--- src/rtl/instr_fetch_unit_if.sv ---
// Instruction-fetch bundle: shared-memory request side plus decode-side valid/ready.
// FETCH_HALT_EN adds the fetch_halted status signal.
interface instr_fetch_unit_if #(
  parameter int unsigned ADDR_W = 8,
  parameter int unsigned DATA_W = 32,
  parameter int unsigned PC_W   = 32
) ();
  logic              instr_grant;
  logic [ADDR_W-1:0] mem_addr_instr;
  logic              mem_read_en_instr;
  logic [DATA_W-1:0] mem_read_val_instr;
  logic              redirect_valid;
  logic [PC_W-1:0]   redirect_pc;
  logic              instr_valid;
  logic              instr_ready;
  logic [DATA_W-1:0] instr_out;
  logic [PC_W-1:0]   instr_pc;
`ifdef FETCH_HALT_EN
  logic              fetch_halted;
`endif

  modport master (
    input  instr_grant, mem_read_val_instr, redirect_valid, redirect_pc, instr_ready,
    output mem_addr_instr, mem_read_en_instr, instr_valid, instr_out, instr_pc
`ifdef FETCH_HALT_EN
    , output fetch_halted
`endif
  );

  modport slave (
    output instr_grant, mem_read_val_instr, redirect_valid, redirect_pc, instr_ready,
    input  mem_addr_instr, mem_read_en_instr, instr_valid, instr_out, instr_pc
`ifdef FETCH_HALT_EN
    , input fetch_halted
`endif
  );
endinterface

--- src/rtl/instr_fetch_unit.sv ---
// Instruction fetch unit: PC, prefetch FIFO, redirect flush.
// FETCH_HALT_EN: an all-ones word stops fetching until the next redirect.
module instr_fetch_unit #(
  parameter int unsigned          ADDR_W     = 8,
  parameter int unsigned          DATA_W     = 32,
  parameter int unsigned          PC_W       = 32,
  parameter int unsigned          FIFO_DEPTH = 2,
  parameter logic [PC_W-1:0]      RESET_PC   = '0
) (
  input  logic                clk,
  input  logic                rst_n,
  instr_fetch_unit_if.master  bus
);
  localparam int unsigned PtrW = $clog2(FIFO_DEPTH);
  localparam int unsigned CntW = $clog2(FIFO_DEPTH + 1);

  typedef enum logic [0:0] {StRun, StHalted} state_e;

  state_e            state_q, state_d;
  logic [PC_W-1:0]   pc_q, pc_d;
  logic [CntW-1:0]   count_q, count_d;
  logic [PtrW-1:0]   rd_ptr_q, rd_ptr_d, wr_ptr_q, wr_ptr_d;
  logic              started_q;
  logic [DATA_W-1:0] data_q [FIFO_DEPTH];
  logic [PC_W-1:0]   pcs_q  [FIFO_DEPTH];

  logic req, push, pop, valid, full;

  assign full = (count_q == CntW'(FIFO_DEPTH));

  // FSM state register
  always_ff @(posedge clk or negedge rst_n) begin
    if (!rst_n) begin
      state_q <= StRun;
    end else begin
      state_q <= state_d;
    end
  end

  // FSM next state
  always_comb begin
    state_d = state_q;
    if (bus.redirect_valid) begin
      state_d = StRun;
`ifdef FETCH_HALT_EN
    end else if (push && (bus.mem_read_val_instr == {DATA_W{1'b1}})) begin
      state_d = StHalted;
`endif
    end
  end

  // FSM outputs; a redirect cycle blocks both request and head visibility
  always_comb begin
    req   = started_q & ~full & ~bus.redirect_valid & (state_q == StRun);
    valid = (count_q != '0) & ~bus.redirect_valid;
    push  = req & bus.instr_grant;
    pop   = valid & bus.instr_ready;
  end

  always_comb begin
    pc_d     = pc_q;
    count_d  = count_q;
    rd_ptr_d = rd_ptr_q;
    wr_ptr_d = wr_ptr_q;
    if (bus.redirect_valid) begin
      pc_d     = {bus.redirect_pc[PC_W-1:2], 2'b00};
      count_d  = '0;
      rd_ptr_d = '0;
      wr_ptr_d = '0;
    end else begin
      if (push) begin
        pc_d     = pc_q + PC_W'(4);
        wr_ptr_d = wr_ptr_q + PtrW'(1);
      end
      if (pop) begin
        rd_ptr_d = rd_ptr_q + PtrW'(1);
      end
      case ({push, pop})
        2'b10:   count_d = count_q + CntW'(1);
        2'b01:   count_d = count_q - CntW'(1);
        default: count_d = count_q;
      endcase
    end
  end

  always_ff @(posedge clk or negedge rst_n) begin
    if (!rst_n) begin
      pc_q      <= RESET_PC;
      count_q   <= '0;
      rd_ptr_q  <= '0;
      wr_ptr_q  <= '0;
      started_q <= 1'b0;
    end else begin
      pc_q      <= pc_d;
      count_q   <= count_d;
      rd_ptr_q  <= rd_ptr_d;
      wr_ptr_q  <= wr_ptr_d;
      started_q <= 1'b1;
    end
  end

  always_ff @(posedge clk or negedge rst_n) begin
    if (!rst_n) begin
      for (int i = 0; i < FIFO_DEPTH; i++) begin
        data_q[i] <= '0;
        pcs_q[i]  <= '0;
      end
    end else if (push) begin
      data_q[wr_ptr_q] <= bus.mem_read_val_instr;
      pcs_q[wr_ptr_q]  <= pc_q;
    end
  end

  assign bus.mem_addr_instr    = pc_q[ADDR_W+1:2];
  assign bus.mem_read_en_instr = req;
  assign bus.instr_valid       = valid;
  assign bus.instr_out         = data_q[rd_ptr_q];
  assign bus.instr_pc          = pcs_q[rd_ptr_q];
`ifdef FETCH_HALT_EN
  assign bus.fetch_halted      = (state_q == StHalted);
`endif
endmodule

--- src/flat_wrapper.sv ---
// flat-port wrapper written by rule: the top's interface ports become plain ports
module instr_fetch_unit_flat 
#(
  parameter int unsigned          ADDR_W     = 8,
  parameter int unsigned          DATA_W     = 32,
  parameter int unsigned          PC_W       = 32,
  parameter int unsigned          FIFO_DEPTH = 2,
  parameter logic [PC_W-1:0]      RESET_PC   = '0
)
  (clk, rst_n, bus_instr_grant, bus_mem_read_val_instr, bus_redirect_valid, bus_redirect_pc, bus_instr_ready, bus_mem_addr_instr, bus_mem_read_en_instr, bus_instr_valid, bus_instr_out, bus_instr_pc);
  instr_fetch_unit_if #(.ADDR_W(ADDR_W), .DATA_W(DATA_W), .PC_W(PC_W)) bus_i ();
  input  logic clk;
  input  logic rst_n;
  input wire logic [$bits(bus_i.instr_grant)-1:0] bus_instr_grant;
  input wire logic [$bits(bus_i.mem_read_val_instr)-1:0] bus_mem_read_val_instr;
  input wire logic [$bits(bus_i.redirect_valid)-1:0] bus_redirect_valid;
  input wire logic [$bits(bus_i.redirect_pc)-1:0] bus_redirect_pc;
  input wire logic [$bits(bus_i.instr_ready)-1:0] bus_instr_ready;
  output wire logic [$bits(bus_i.mem_addr_instr)-1:0] bus_mem_addr_instr;
  output wire logic [$bits(bus_i.mem_read_en_instr)-1:0] bus_mem_read_en_instr;
  output wire logic [$bits(bus_i.instr_valid)-1:0] bus_instr_valid;
  output wire logic [$bits(bus_i.instr_out)-1:0] bus_instr_out;
  output wire logic [$bits(bus_i.instr_pc)-1:0] bus_instr_pc;
  assign bus_i.instr_grant = bus_instr_grant;
  assign bus_i.mem_read_val_instr = bus_mem_read_val_instr;
  assign bus_i.redirect_valid = bus_redirect_valid;
  assign bus_i.redirect_pc = bus_redirect_pc;
  assign bus_i.instr_ready = bus_instr_ready;
  assign bus_mem_addr_instr = bus_i.mem_addr_instr;
  assign bus_mem_read_en_instr = bus_i.mem_read_en_instr;
  assign bus_instr_valid = bus_i.instr_valid;
  assign bus_instr_out = bus_i.instr_out;
  assign bus_instr_pc = bus_i.instr_pc;
  instr_fetch_unit #(.ADDR_W(ADDR_W), .DATA_W(DATA_W), .PC_W(PC_W), .FIFO_DEPTH(FIFO_DEPTH), .RESET_PC(RESET_PC)) u_core (.clk(clk), .rst_n(rst_n), .bus(bus_i));
endmodule
--- config.mk ---
export PLATFORM = sky130hd
export DESIGN_NAME = instr_fetch_unit_flat
export DESIGN_NICKNAME = d
export VERILOG_FILES = /design/src/rtl/instr_fetch_unit_if.sv /design/src/rtl/instr_fetch_unit.sv /design/src/flat_wrapper.sv
export SDC_FILE = /design/constraint.sdc
export NUM_CORES = 1
export LEC_CHECK = 0
export ABC_AREA = 1
export BUFFER_PORTS_ARGS = -buffer_cell sky130_fd_sc_hd__buf_2
export CORE_MARGIN = 8
export CORE_UTILIZATION = 55
export CTS_CLUSTER_DIAMETER = 80
export DETAILED_ROUTE_END_ITERATION = 8
export PLACE_DENSITY = 0.86
export SLEW_MARGIN = 5
export SYNTH_ARGS = -nofsm -noshare
export SYNTH_HDL_FRONTEND = slang
export SYNTH_SLANG_ARGS = --single-unit
--- constraint.sdc ---
create_clock -name clk -period 2 [get_ports clk]
set_input_delay 0.4 -clock clk [delete_from_list [all_inputs] [get_ports clk]]
set_output_delay 0.4 -clock clk [all_outputs]
set_load 0.01 [all_outputs]
# Word level (Yosys, flattened, before mapping)
# Cells that the tools add are included.
# totals
register_bits,165
in_bits,69
out_inout_bits,74
# classes
addsub,5
order_cmp,3
eq_ne,3
mux,18
bitwise,9
n_reduce_logical,5
# ops
op,n
$mux W32,9
$bwmux W64,2
$add A32 B3 Y32 const B,1
$demux W32 S1,1
$reduce_bool A2 Y1,3
$and A1 B1 Y1,5
$eq A2 B2 Y1 const B,2
$ge A2 B2 Y1 const B,2
$mux W1,4
$not A1 Y2,2
$pmux W2 S2,1
$reduce_bool A3 Y1,1
$add A1 B1 Y1 const B,2
$add A2 B1 Y2 const B,1
$eq A2 B1 Y1 const B,1
$lt A2 B1 Y1 const B,1
$mux W2,1
$not A1 Y1,2
$sub A2 B1 Y2 const B,1
$logic_and A1 B1 Y1,1

# Depth between registers and ports, before layout
# depth
ltp_word,8
depth_mapped,10
ltp_nobuf,10

# Least setup slack after synthesis
# No wires, ideal clock.
# synth_path
path_type,flip-flop to output port
from,reg u_core.rd_ptr_q
to,out bus_instr_out[0]
arrival_time_ns,1.194
required_ns,1.600
slack_ns,0.406
stages_incl_launch_ff,4
path_buffers,2
cell_sequence,dfrtp_1 clkbuf_1 buf_2 mux2_2
# synth_between
elab_chain_cells,4
# synth_rtl
element,line_no,source
start: declaration,instr_fetch_unit.sv:22,"logic [PtrW-1:0] rd_ptr_q, rd_ptr_d, wr_ptr_q, wr_ptr_d;"
start signal: assignment,instr_fetch_unit.sv:96,rd_ptr_q <= rd_ptr_d;
$not A1 Y2 (implied by the code),instr_fetch_unit.sv:117,assign bus.instr_out = data_q[rd_ptr_q];
$mux W32 (implied by the code) (3 in a row),instr_fetch_unit.sv:117,
end: declaration,flat_wrapper.sv:22,output wire logic [$bits(bus_i.instr_out)-1:0] bus_instr_out;
# Every way passes these cells. The select of a mux whose other input is x is not followed.

# Worst setup path after layout
# layout_path
from,reg u_core.rd_ptr_q
to,out bus_instr_out[22]
# Same word-level chain as after synthesis.

==> flow_summary.json <==
{
  "htreeDepth": 4,
  "io_pins": 143,
  "drv_cap": 0,
  "max_freq_ghz": 0.4869,
  "synth_edf_count": 0,
  "syn_inst": 931,
  "cts_root_buffer": "clkbuf_16",
  "drv_slew": 0,
  "gr-usage-all-layers": 0.2189,
  "netlist_area_mm2": 0.007894,
  "synth_ff_type": "dfrtp_1",
  "finalCritPeriodShare": 1.027,
  "syn_avg_cell_area_um2": 8.479,
  "cellLeakagePower_nw": 4.992,
  "clock_latency_ns": 0.44,
  "yosysTopAreaCell": "dfrtp_1",
  "ys_top_cells_by_count": "298 x nand2_1, 159 x dfrtp_1, 105 x o21ai_1, 95 x inv_1, 62 x mux2_2",
  "async_flop_share": 1.000,
  "grt_pass1_wl_um": 31990,
  "reg2reg_slack_ns": 0.20,
  "ant_nets": 0,
  "overflow": 0,
  "finish.utilization": 0.6988,
  "hold_start": "bus_redirect_pc[8]",
  "final_net_count": 1133,
  "critPathKind": "flip-flop to primary output",
  "cts_buffer_depth": 2,
  "outcome": "finished, violations left",
  "synth_area_leaders": "dfrtp_1 50%, nand2_1 14%, mux2_2 8.8%",
  "drc": 0,
  "finalPower_mw": 13.27,
  "wl_um": 20930,
  "via_count": 6645,
  "crit_fanout": 13,
  "gp_congestion": 0.9176,
  "startpoint_type": "flip-flop",
  "via_per_inst": 5.291,
  "r2r_cells": 8,
  "finalClockSkew_ns": 0.01166,
  "die-height_um": 135.8,
  "core_area_mm2": 0.01393,
  "start_util": 0.5665,
  "setup_slack_ns": -0.05384,
  "crit_arrival_ns": 1.65,
  "dp_cells": 1215,
  "placed_cell_area_mm2": 0.008678,
  "synth_seq_cells": 159,
  "fp.dieW_um": 135.8,
  "grt_max_degree": 85,
  "antenna_found_initial": 0,
  "critPathRequiredTime_ns": 1.60,
  "wl_per_cell_um": 16.66,
  "yosysWarnings": 0,
  "grt_pass1_vias": 6359,
  "post-dp-hpwl_um": 13410,
  "fin_cells": 1256,
  "hold_viol": 0,
  "reg2reg_from": "u_core.count_q[0]",
  "diodes": 0,
  "fillers": 1058,
  "place_ws_ns": 0.1752,
  "setup_viol": 61,
  "drive_gt1_frac": 0.2519,
  "cts_made_buffers": 17,
  "rsz0062_at_grt": "yes",
  "yosys.cell_count.top_type": "nand2_1",
  "multiInputGateArea_mm2": 0.003267,
  "failed_checks": "negative setup slack",
  "drt_iter0_drc": 556,
  "portBuffers": 138,
  "layout_min_cycle_time_ns": 2.054,
  "clock_sink_count": 159,
  "seq_area_mm2": 0.003980,
  "powerDensity_mw_per_mm2": 1363,
  "timing.rr.end": "u_core.pcs_q[42]",
  "seq_area_frac_synth": 0.5040,
  "tns_ns": -1.494,
  "ir_worst_vdd_v": 0.0007024,
  "firstDrtPassIters": 5,
  "area_growth_pct": 23.35,
  "cts_tree": "built",
  "endpoint_kind": "primary output",
  "holdPathEnd": "u_core.pc_q[8]",
  "final_area_mm2": 0.009737,
  "clkSlewWorstSetupHoldPaths_ns": 0.07,
  "yosysUniqueCellTypes": 30,
  "timing.hold.ws_ns": 0.2010,
  "row_count": 43,
  "synth_top_area_share": 0.5040,
  "holdPathStages": 3,
  "dieArea_mm2": 0.01844,
  "worstHoldPathType": "primary input to flip-flop"
}
## per-layer routing
| metal | track usage | part of all wire | up-vias |
|---|---|---|---|
| li1 | - | - | 3215 |
| met1 | 0.2851 | 0.43 | 3145 |
| met2 | 0.3605 | 0.48 | 249 |
| met3 | 0.04154 | 0.068 | 36 |
| met4 | 0.06971 | 0.021 | 0 |
| met5 | 0 | 0 | - |
## state kept, by name, summed over array words and instances, names as in the netlist
signal and flops:
u_core.count_q 2, u_core.data_q 64, u_core.pc_q 30, u_core.pcs_q 60, u_core.rd_ptr_q 1, u_core.started_q 1
u_core.wr_ptr_q 1
## how the worst max path moves through the flow
| stage | start | end | slack, ns | depth (start not counted) |
|---|---|---|---|---|
| after CTS | u_core.rd_ptr_q | bus_instr_pc[8] | -0.05 | 4 |
| after detailed placement | bus_redirect_valid | u_core.pcs_q[40] | 0.18 | 8 |
| final | u_core.rd_ptr_q | bus_instr_out[22] | -0.05 | 4 |
| after floorplan | u_core.rd_ptr_q | bus_instr_out[0] | 0.41 | 3 |
| after global placement | bus_redirect_valid | u_core.data_q[63] | 0.24 | 8 |
| after global routing | u_core.rd_ptr_q | bus_instr_out[22] | -0.1 | 4 |
## worst max-delay path, cell delays in order (launching register included)
cell,delay [ns]
dfrtp_2,0.42
buf_12,0.14
buf_12,0.15
mux2_2,0.36
buf_2,0.15
## layout by cell type, fill, tap and decap left out, drive strengths merged, types with 4 or more instances in the layout
master / count
buf: 160
clkbuf: 21
clkinv: 6
dfrtp: 159
inv: 102
mux2: 62
nand2: 301
nand3: 27
nor2: 53
nor3: 4
o211ai: 6
o21ai: 150
xor2: 10
## repair_timing
item                       4_1_cts  5_1_grt
hold buffers                     1        0
gates cloned                     2        4
setup endpoints to repair       51       62
hold endpoints to repair        43        0
gates resized for setup         21       35
setup buffers                    1        1
## layout make-up
| class | instances | area share |
|---|---|---|
| sequential | 159 | 0.4088 |
| tap | 180 | 0.02313 |
| clock inverter | 14 | 0.01593 |
| clock buffer | 18 | 0.04510 |
| timing repair buffer | 164 | 0.1333 |
| inverter | 98 | 0.03829 |
| multi-input combinational | 623 | 0.3355 |
## logic make-up (layout without fill, tap and decap cells)
| family | after synthesis | in the layout | synth area share |
|---|---|---|---|
| AND/OR/NAND/NOR | 388 | 388 | 0.1950 |
| flip-flops | 159 | 159 | 0.5040 |
| AO/OA/AOI/OAI | 158 | 158 | 0.1052 |
| buffers and inverters | 150 | 294 | 0.09257 |
| multiplexers | 62 | 62 | 0.08845 |
| XOR/XNOR | 11 | 11 | 0.01220 |
| other | 2 | 3 | 0.0009514 |
| adder cells (fa/ha/maj) | 1 | 1 | 0.001585 |
## power by group
part	internal, mW	total, mW	switching [mW]
logic	2.53	4.87	2.34
registers	4.40	5.13	0.728
clock network	1.89	3.27	1.38
total	8.82	13.3	4.45
Power figures use the tool's default switching activity.
